## src/rtl/lutram_pkg.sv

```systemverilog
// Shared constants and read-controller state type for the 32x8 LUT RAM scratch store.
package lutram_pkg;

   localparam int RAM_AW    = 5;
   localparam int RAM_DW    = 8;
   localparam int RAM_DEPTH = 32;

   typedef enum logic [1:0] {
      IDLE,
      RUN,
      FIN
   } rd_state_t;

endpackage

```

## src/rtl/lutram_burst_reader.sv

```systemverilog
// Walks a wrapping address range on the LUT RAM async read port and streams the
// words out on a valid/ready interface, flagging the final beat with M_LAST.
module lutram_burst_reader
   import lutram_pkg::*;
#(
   parameter int AW = RAM_AW,
   parameter int DW = RAM_DW,
   parameter int LW = 6
) (
   input  logic          WCLK,
   input  logic          RST_N,
   input  logic          START,
   input  logic [AW-1:0] BASE,
   input  logic [LW-1:0] LEN,
   output logic          BUSY,
   output logic          DONE,
   output logic [AW-1:0] RADDR,
   input  logic [DW-1:0] RDATA,
   output logic          M_VALID,
   input  logic          M_READY,
   output logic [DW-1:0] M_DATA,
   output logic          M_LAST
);

   localparam logic [LW-1:0] DEPTH = LW'(2 ** AW);

   rd_state_t     state_reg, state_next;
   logic [AW-1:0] addr_reg, addr_next;
   logic [LW-1:0] rem_reg, rem_next;
   logic [DW-1:0] data_reg, data_next;
   logic          valid_reg, valid_next;
   logic          last_reg, last_next;
   logic          load;

   always_ff @(posedge WCLK or negedge RST_N) begin
      if (!RST_N) begin
         state_reg <= IDLE;
         addr_reg  <= '0;
         rem_reg   <= '0;
         data_reg  <= '0;
         valid_reg <= 1'b0;
         last_reg  <= 1'b0;
      end else begin
         state_reg <= state_next;
         addr_reg  <= addr_next;
         rem_reg   <= rem_next;
         data_reg  <= data_next;
         valid_reg <= valid_next;
         last_reg  <= last_next;
      end
   end

   always_comb begin
      state_next = state_reg;
      addr_next  = addr_reg;
      rem_next   = rem_reg;
      data_next  = data_reg;
      valid_next = valid_reg;
      last_next  = last_reg;
      load       = 1'b0;

      case (state_reg)
         IDLE: begin
            if (START) begin
               addr_next  = BASE;
               rem_next   = (LEN > DEPTH) ? DEPTH : LEN;
               state_next = (LEN == '0) ? FIN : RUN;
            end
         end
         RUN: begin
            // Refill the output register whenever it is empty or being drained.
            load = (rem_reg != '0) && (!valid_reg || M_READY);
            if (load) begin
               data_next  = RDATA;
               valid_next = 1'b1;
               last_next  = (rem_reg == LW'(1));
               addr_next  = addr_reg + 1'b1;
               rem_next   = rem_reg - 1'b1;
            end else if ((rem_reg == '0) && valid_reg && M_READY && last_reg) begin
               valid_next = 1'b0;
               last_next  = 1'b0;
               state_next = FIN;
            end
         end
         FIN: begin
            state_next = IDLE;
         end
         default: begin
            state_next = IDLE;
         end
      endcase
   end

   assign BUSY    = (state_reg == RUN);
   assign DONE    = (state_reg == FIN);
   assign RADDR   = addr_reg;
   assign M_VALID = valid_reg;
   assign M_DATA  = data_reg;
   assign M_LAST  = last_reg;

endmodule

```

## config.mk

```make
export PLATFORM = sky130hd
export DESIGN_NAME = lutram_burst_reader
export DESIGN_NICKNAME = d
export VERILOG_FILES = /design/src/rtl/lutram_pkg.sv /design/src/rtl/lutram_burst_reader.sv
export SDC_FILE = /design/constraint.sdc
export NUM_CORES = 1
export LEC_CHECK = 0
export CAP_MARGIN = 20
export CORE_ASPECT_RATIO = 1.25
export CORE_MARGIN = 2
export CORE_UTILIZATION = 42
export CTS_CLUSTER_DIAMETER = 80
export CTS_CLUSTER_SIZE = 24
export DETAILED_ROUTE_END_ITERATION = 8
export PLACE_DENSITY = 0.77
export SKIP_CTS_REPAIR_TIMING = 1
export SLEW_MARGIN = 10
export SYNTH_ARGS = -nofsm -noshare
export SYNTH_HDL_FRONTEND = slang
export SYNTH_SLANG_ARGS = --single-unit
export TNS_END_PERCENT = 5
```

## constraint.sdc

```tcl
create_clock -name WCLK -period 2 [get_ports WCLK]
set_clock_uncertainty 0.2 [all_clocks]
set_input_delay 0.4 -clock WCLK [delete_from_list [all_inputs] [get_ports WCLK]]
set_output_delay 0.4 -clock WCLK [all_outputs]
set_load 0.05 [all_outputs]
```

After elaboration in Yosys (flattened, before gate mapping):

Cells that the tools add are included.

* logic and storage cells: 47
* output and inout bits: 17
* input bits: 23
* flip-flop bits (word level): 23

* magnitude comparators: 1
* reductions and logical operators: 16
* add/subtract/negate cells: 2
* equality and inequality tests: 7
* muxes and demuxes: 15

Operators by type and width (number)
* 6-bit two-way mux: 3
* 6-bit logical NOT: 2
* 6-bit one-hot mux with 2 select lines: 1
* 5-bit two-way mux: 2
* 5-bit one-hot mux with 2 select lines: 1
* 2-bit two-way mux: 4
* 6-bit by 1-bit equality test with 1-bit output, second input constant: 1
* 6-bit > comparator, second input constant: 1
* 3-bit AND reduction: 2
* 6-bit nonzero test: 1
* 6-bit by 1-bit subtractor with 6-bit output, second input constant: 1
* 5-bit by 1-bit adder with 5-bit output, second input constant: 1
* 1-bit logical AND: 4
* 2-bit by 1-bit != test with 1-bit output, second input constant: 2
* 2-bit != test, second input constant: 2
* 2-bit one-hot mux with 2 select lines: 1
* 2-bit AND reduction: 2
* 2-bit nonzero test: 2
* 1-bit two-way mux: 3
* 2-bit by 1-bit equality test with 1-bit output, second input constant: 1
* 2-bit equality test, second input constant: 1
* 2-bit logical NOT: 1
* 1-bit logical NOT: 1
* 1-bit logical OR: 1

Longest topological paths before layout:

* depth after elaboration: 7
* depth in mapped cells: 8
* gate-level depth less buffers: 6

Least setup slack after synthesis:

Ideal clock, no wire load.

* kind: register -> output
* from: register state_reg[0]
* to: output port DONE
* stages on the path, launching flop included: 4
* data arrival time: 1.372 ns
* data required time: 1.400 ns
* setup slack: 0.028 ns
* path buffers: 2
* path through: dfrtp_1 buf_2 clkbuf_1 nor2_1

* cells in the longest elaborated chain, start to end: 1

RTL lines
* start: declaration: RTL line lutram_burst_reader.sv:27 `rd_state_t state_reg, state_next;`
* start signal: assignment: RTL line lutram_burst_reader.sv:44 `state_reg <= state_next;`
* 2-bit equality test: RTL line lutram_burst_reader.sv:95 `assign DONE = (state_reg == FIN);`
* end: declaration: RTL line lutram_burst_reader.sv:16 `output logic DONE,`

Every way passes these cells.

Worst setup path in the final report:

* from: register rem_reg[1]
* to: register addr_reg[1], in the netlist RADDR[1]

* cells in the longest elaborated chain, start to end: 4

RTL lines
* start: declaration: RTL line lutram_burst_reader.sv:29 `logic [LW-1:0] rem_reg, rem_next;`
* start signal: assignment: RTL line lutram_burst_reader.sv:46 `rem_reg <= rem_next;`
* 6-bit nonzero test: RTL line lutram_burst_reader.sv:72 `load = (rem_reg != '0) && (!valid_reg || M_READY);`
* 1-bit logical AND: RTL line lutram_burst_reader.sv:72
* 2-bit by 1-bit != test with 1-bit output (no line)
* 3-bit AND reduction (no line)
* end signal: assignment: RTL line lutram_burst_reader.sv:45 `addr_reg <= addr_next;`
* end: declaration: RTL line lutram_burst_reader.sv:28 `logic [AW-1:0] addr_reg, addr_next;`

Every way passes these cells.
A chain may end at the register's enable or synchronous reset.

==> summary.txt <==
core footprint: 3140 µm²
max-cap check violation count: 0
dominant synthesized flop cell: dfrtp_1
first-pass GRT wire length: 6.17 mm
vias in the first global route: 1373
worst r2r src: rem_reg[1]
minimum hold slack: 271 ps
PD cells: 1750 nW/µm²
CP Capture Type: register
initial antenna violation count: 0
total power: 3560 µW
reg2reg setup slack: 7 ps
DP HPWL: 2.87 mm
Tmin final: 1990 ps
Synth async-reset ratio: 100%
Starting Density: 43.2%
GRT Util Overall: 23.2%
die area: 3700 µm²
drt first pass iters: 4
maximum clock path buffer count: 2
Pins Over Slew Limit: 0
final worst slack: 6.89 ps
diode count: 0
unrepaired setup endpoints after global routing: true
gpl congestion: 0.901
Final Hold Viols: 0
Max Clk Rate: 0.502 GHz
Hold Crit Class: in2async
total number of vias: 1351
Post-synth EDFFs: 0
CP max FO: 5
Seq cells post-synth: 23
Final setup viols: 0
DR vias/cell: 5.68
DRC: 0
Worst setup SP type: register
gr ovfl total: 0
crit path kind: reg2reg
Worst R2R Path Depth: 7
Slew @ Worst Pin: 343 ps
# clock sinks: 23
root buf cell: clkbuf_8
period utilization: 99.7%
peak supply drop: 991 µV
insertion delay to the later sink of the worst-skew pair: 270 ps
Unique masters post-synth: 43
worst path arrival time: 1960 ps
setup TNS: 0 ps
fraction of layout cells with a size suffix above 1: 34.3%
Reg-to-Reg End: RADDR[1]
PortBufs: 39
number of flip-flops in the largest register: 8
Req. time, crit path: 1970 ps
Avg Cell Area, Syn: 9.67 µm²
I/O pins: 40
Nets: 229
outcome: finished clean
Iteration-0 DRC Markers: 41
Area growth syn-to-layout: 50.4%
CTS tree: built
synthesized area: 1350 µm²
pre-CTS WS: -264 ps
largest net degree at the start of global routing: 24
CTS buffer count: 3
leakage: 0.000897 µW
clk slew on worst S/H paths: 90 ps
fill count: 253
FP Rows: 23
Die W: 54.8 µm
Max-slew headroom: 77.0%
Die Y: 67.5 µm
H-tree levels: 1
Final Core Density: 64.9%
post-synthesis cell count: 140
sequential area share after synthesis: 42.5%
drt total wl: 3.98 mm
Routed wire per std cell: 16.7 µm
Synthesis Warnings: 0
Final ANT Viol Nets: 0
post-synth net total: 167
-- power breakdown --
group	internal (µW)	total, µW	switching [µW]
Sequential	679	861	183
Clock	141	310	168
Combinational	1000	2390	1390
Total	1820	3560	1740
-- layer usage --
layer  vias to the layer above  track usage (%)  wire length (µm)
met1                       658             27.4              1470
met4                         0             12.5                99
met3                         9             2.88               213
met5                         -                0                 0
met2                        48             39.7              2200
li1                        636                -                 -
-- logic make-up (layout without fill, tap and decap cells) --
logic type | Yosys count | after routing | synth area share (%)
DFF | 23 | 23 | 42.5
buffers and inverters | 18 | 79 | 5.82
muxes | 11 | 11 | 9.24
AOI/OAI and AO/OA | 42 | 42 | 22.5
adders and majority gates | 4 | 4 | 3.70
and+or+nand+nor | 42 | 42 | 16.3
-- placed cells by master (no fill, tap or decap), types with 2 or more instances in the layout --
master | netlist | layout
nor2_1 | 9 | 9
o31ai_1 | 2 | 2
o21ai_0 | 9 | 9
inv_1 | 11 | 9
buf_4 | 2 | 36
mux2_2 | 8 | 8
ha_1 | 4 | 3
dfrtp_1 | 23 | 22
o22ai_1 | 4 | 4
mux2i_1 | 2 | 2
a21oi_1 | 6 | 6
nand2b_1 | 2 | 2
clkbuf_8 | 0 | 3
clkdlybuf4s50_1 | 0 | 22
a211o_1 | 2 | 2
nor2b_1 | 2 | 2
a221oi_1 | 4 | 4
nor3b_1 | 2 | 2
buf_6 | 0 | 2
nand4_1 | 4 | 4
a31oi_1 | 3 | 3
nor3_1 | 3 | 2
nand3_1 | 3 | 3
buf_12 | 0 | 3
o211ai_4 | 1 | 2
nand2_1 | 11 | 11
inv_2 | 1 | 3
-- through the flow --
stage | area, µm² | std cells
CTS | 1940 | 234
detailed placement | 1890 | 230
global route | 2040 | 238
global placement | 1890 | 230
floorplan | 1350 | 140
finish | 2040 | 238
-- worst max path at each step --
stage | start | end | depth (start not counted)
final | rem_reg[1] | RADDR[1] | 7
after global routing | rem_reg[0] | RADDR[1] | 7
after detailed placement | rem_reg[0] | RADDR[3] | 6
after global placement | rem_reg[0] | RADDR[4] | 6
after floorplan | state_reg[0] | DONE | 3
after CTS | rem_reg[0] | RADDR[3] | 6
-- synth_stat cells (2+ instances only) --
master	instances	area, µm²
nor2_1	9	33.8
a31oi_1	3	18.8
o21ai_0	9	45.0
o22ai_1	4	25.0
o31ai_1	2	15.0
dfrtp_1	23	576
buf_2	3	15.0
mux2i_1	2	20.0
inv_1	11	41.3
nand2_1	11	41.3
a21oi_1	6	30.0
nand4_1	4	25.0
nor2b_1	2	12.5
ha_1	4	50.1
nor3_1	3	15.0
buf_4	2	15.0
nor3b_1	2	15.0
nand2b_1	2	12.5
mux2_2	8	90.1
nand3_1	3	15.0
a211o_1	2	17.5
a221oi_1	4	35.0
-- layout make-up --
| class | count | area [µm²] | area share, % |
|---|---|---|---|
| clock buffer | 3 | 41.3 | 2.03 |
| sequential | 23 | 577 | 28.3 |
| tap | 37 | 46.3 | 2.27 |
| multi-input combinational | 99 | 746 | 36.6 |
| timing repair buffer | 63 | 573 | 28.2 |
| inverter | 12 | 45.0 | 2.21 |
| clock inverter | 1 | 7.51 | 0.369 |
-- critical path: stages (launching register included) --
cell and delay [ps]:
dfrtp_1 400, inv_2 80, ha_4 130, or2b_4 280
buf_6 130, o211ai_4 270, a21oi_4 100, mux2_4 300
No activity file was read; power rests on OpenSTA's default activity.
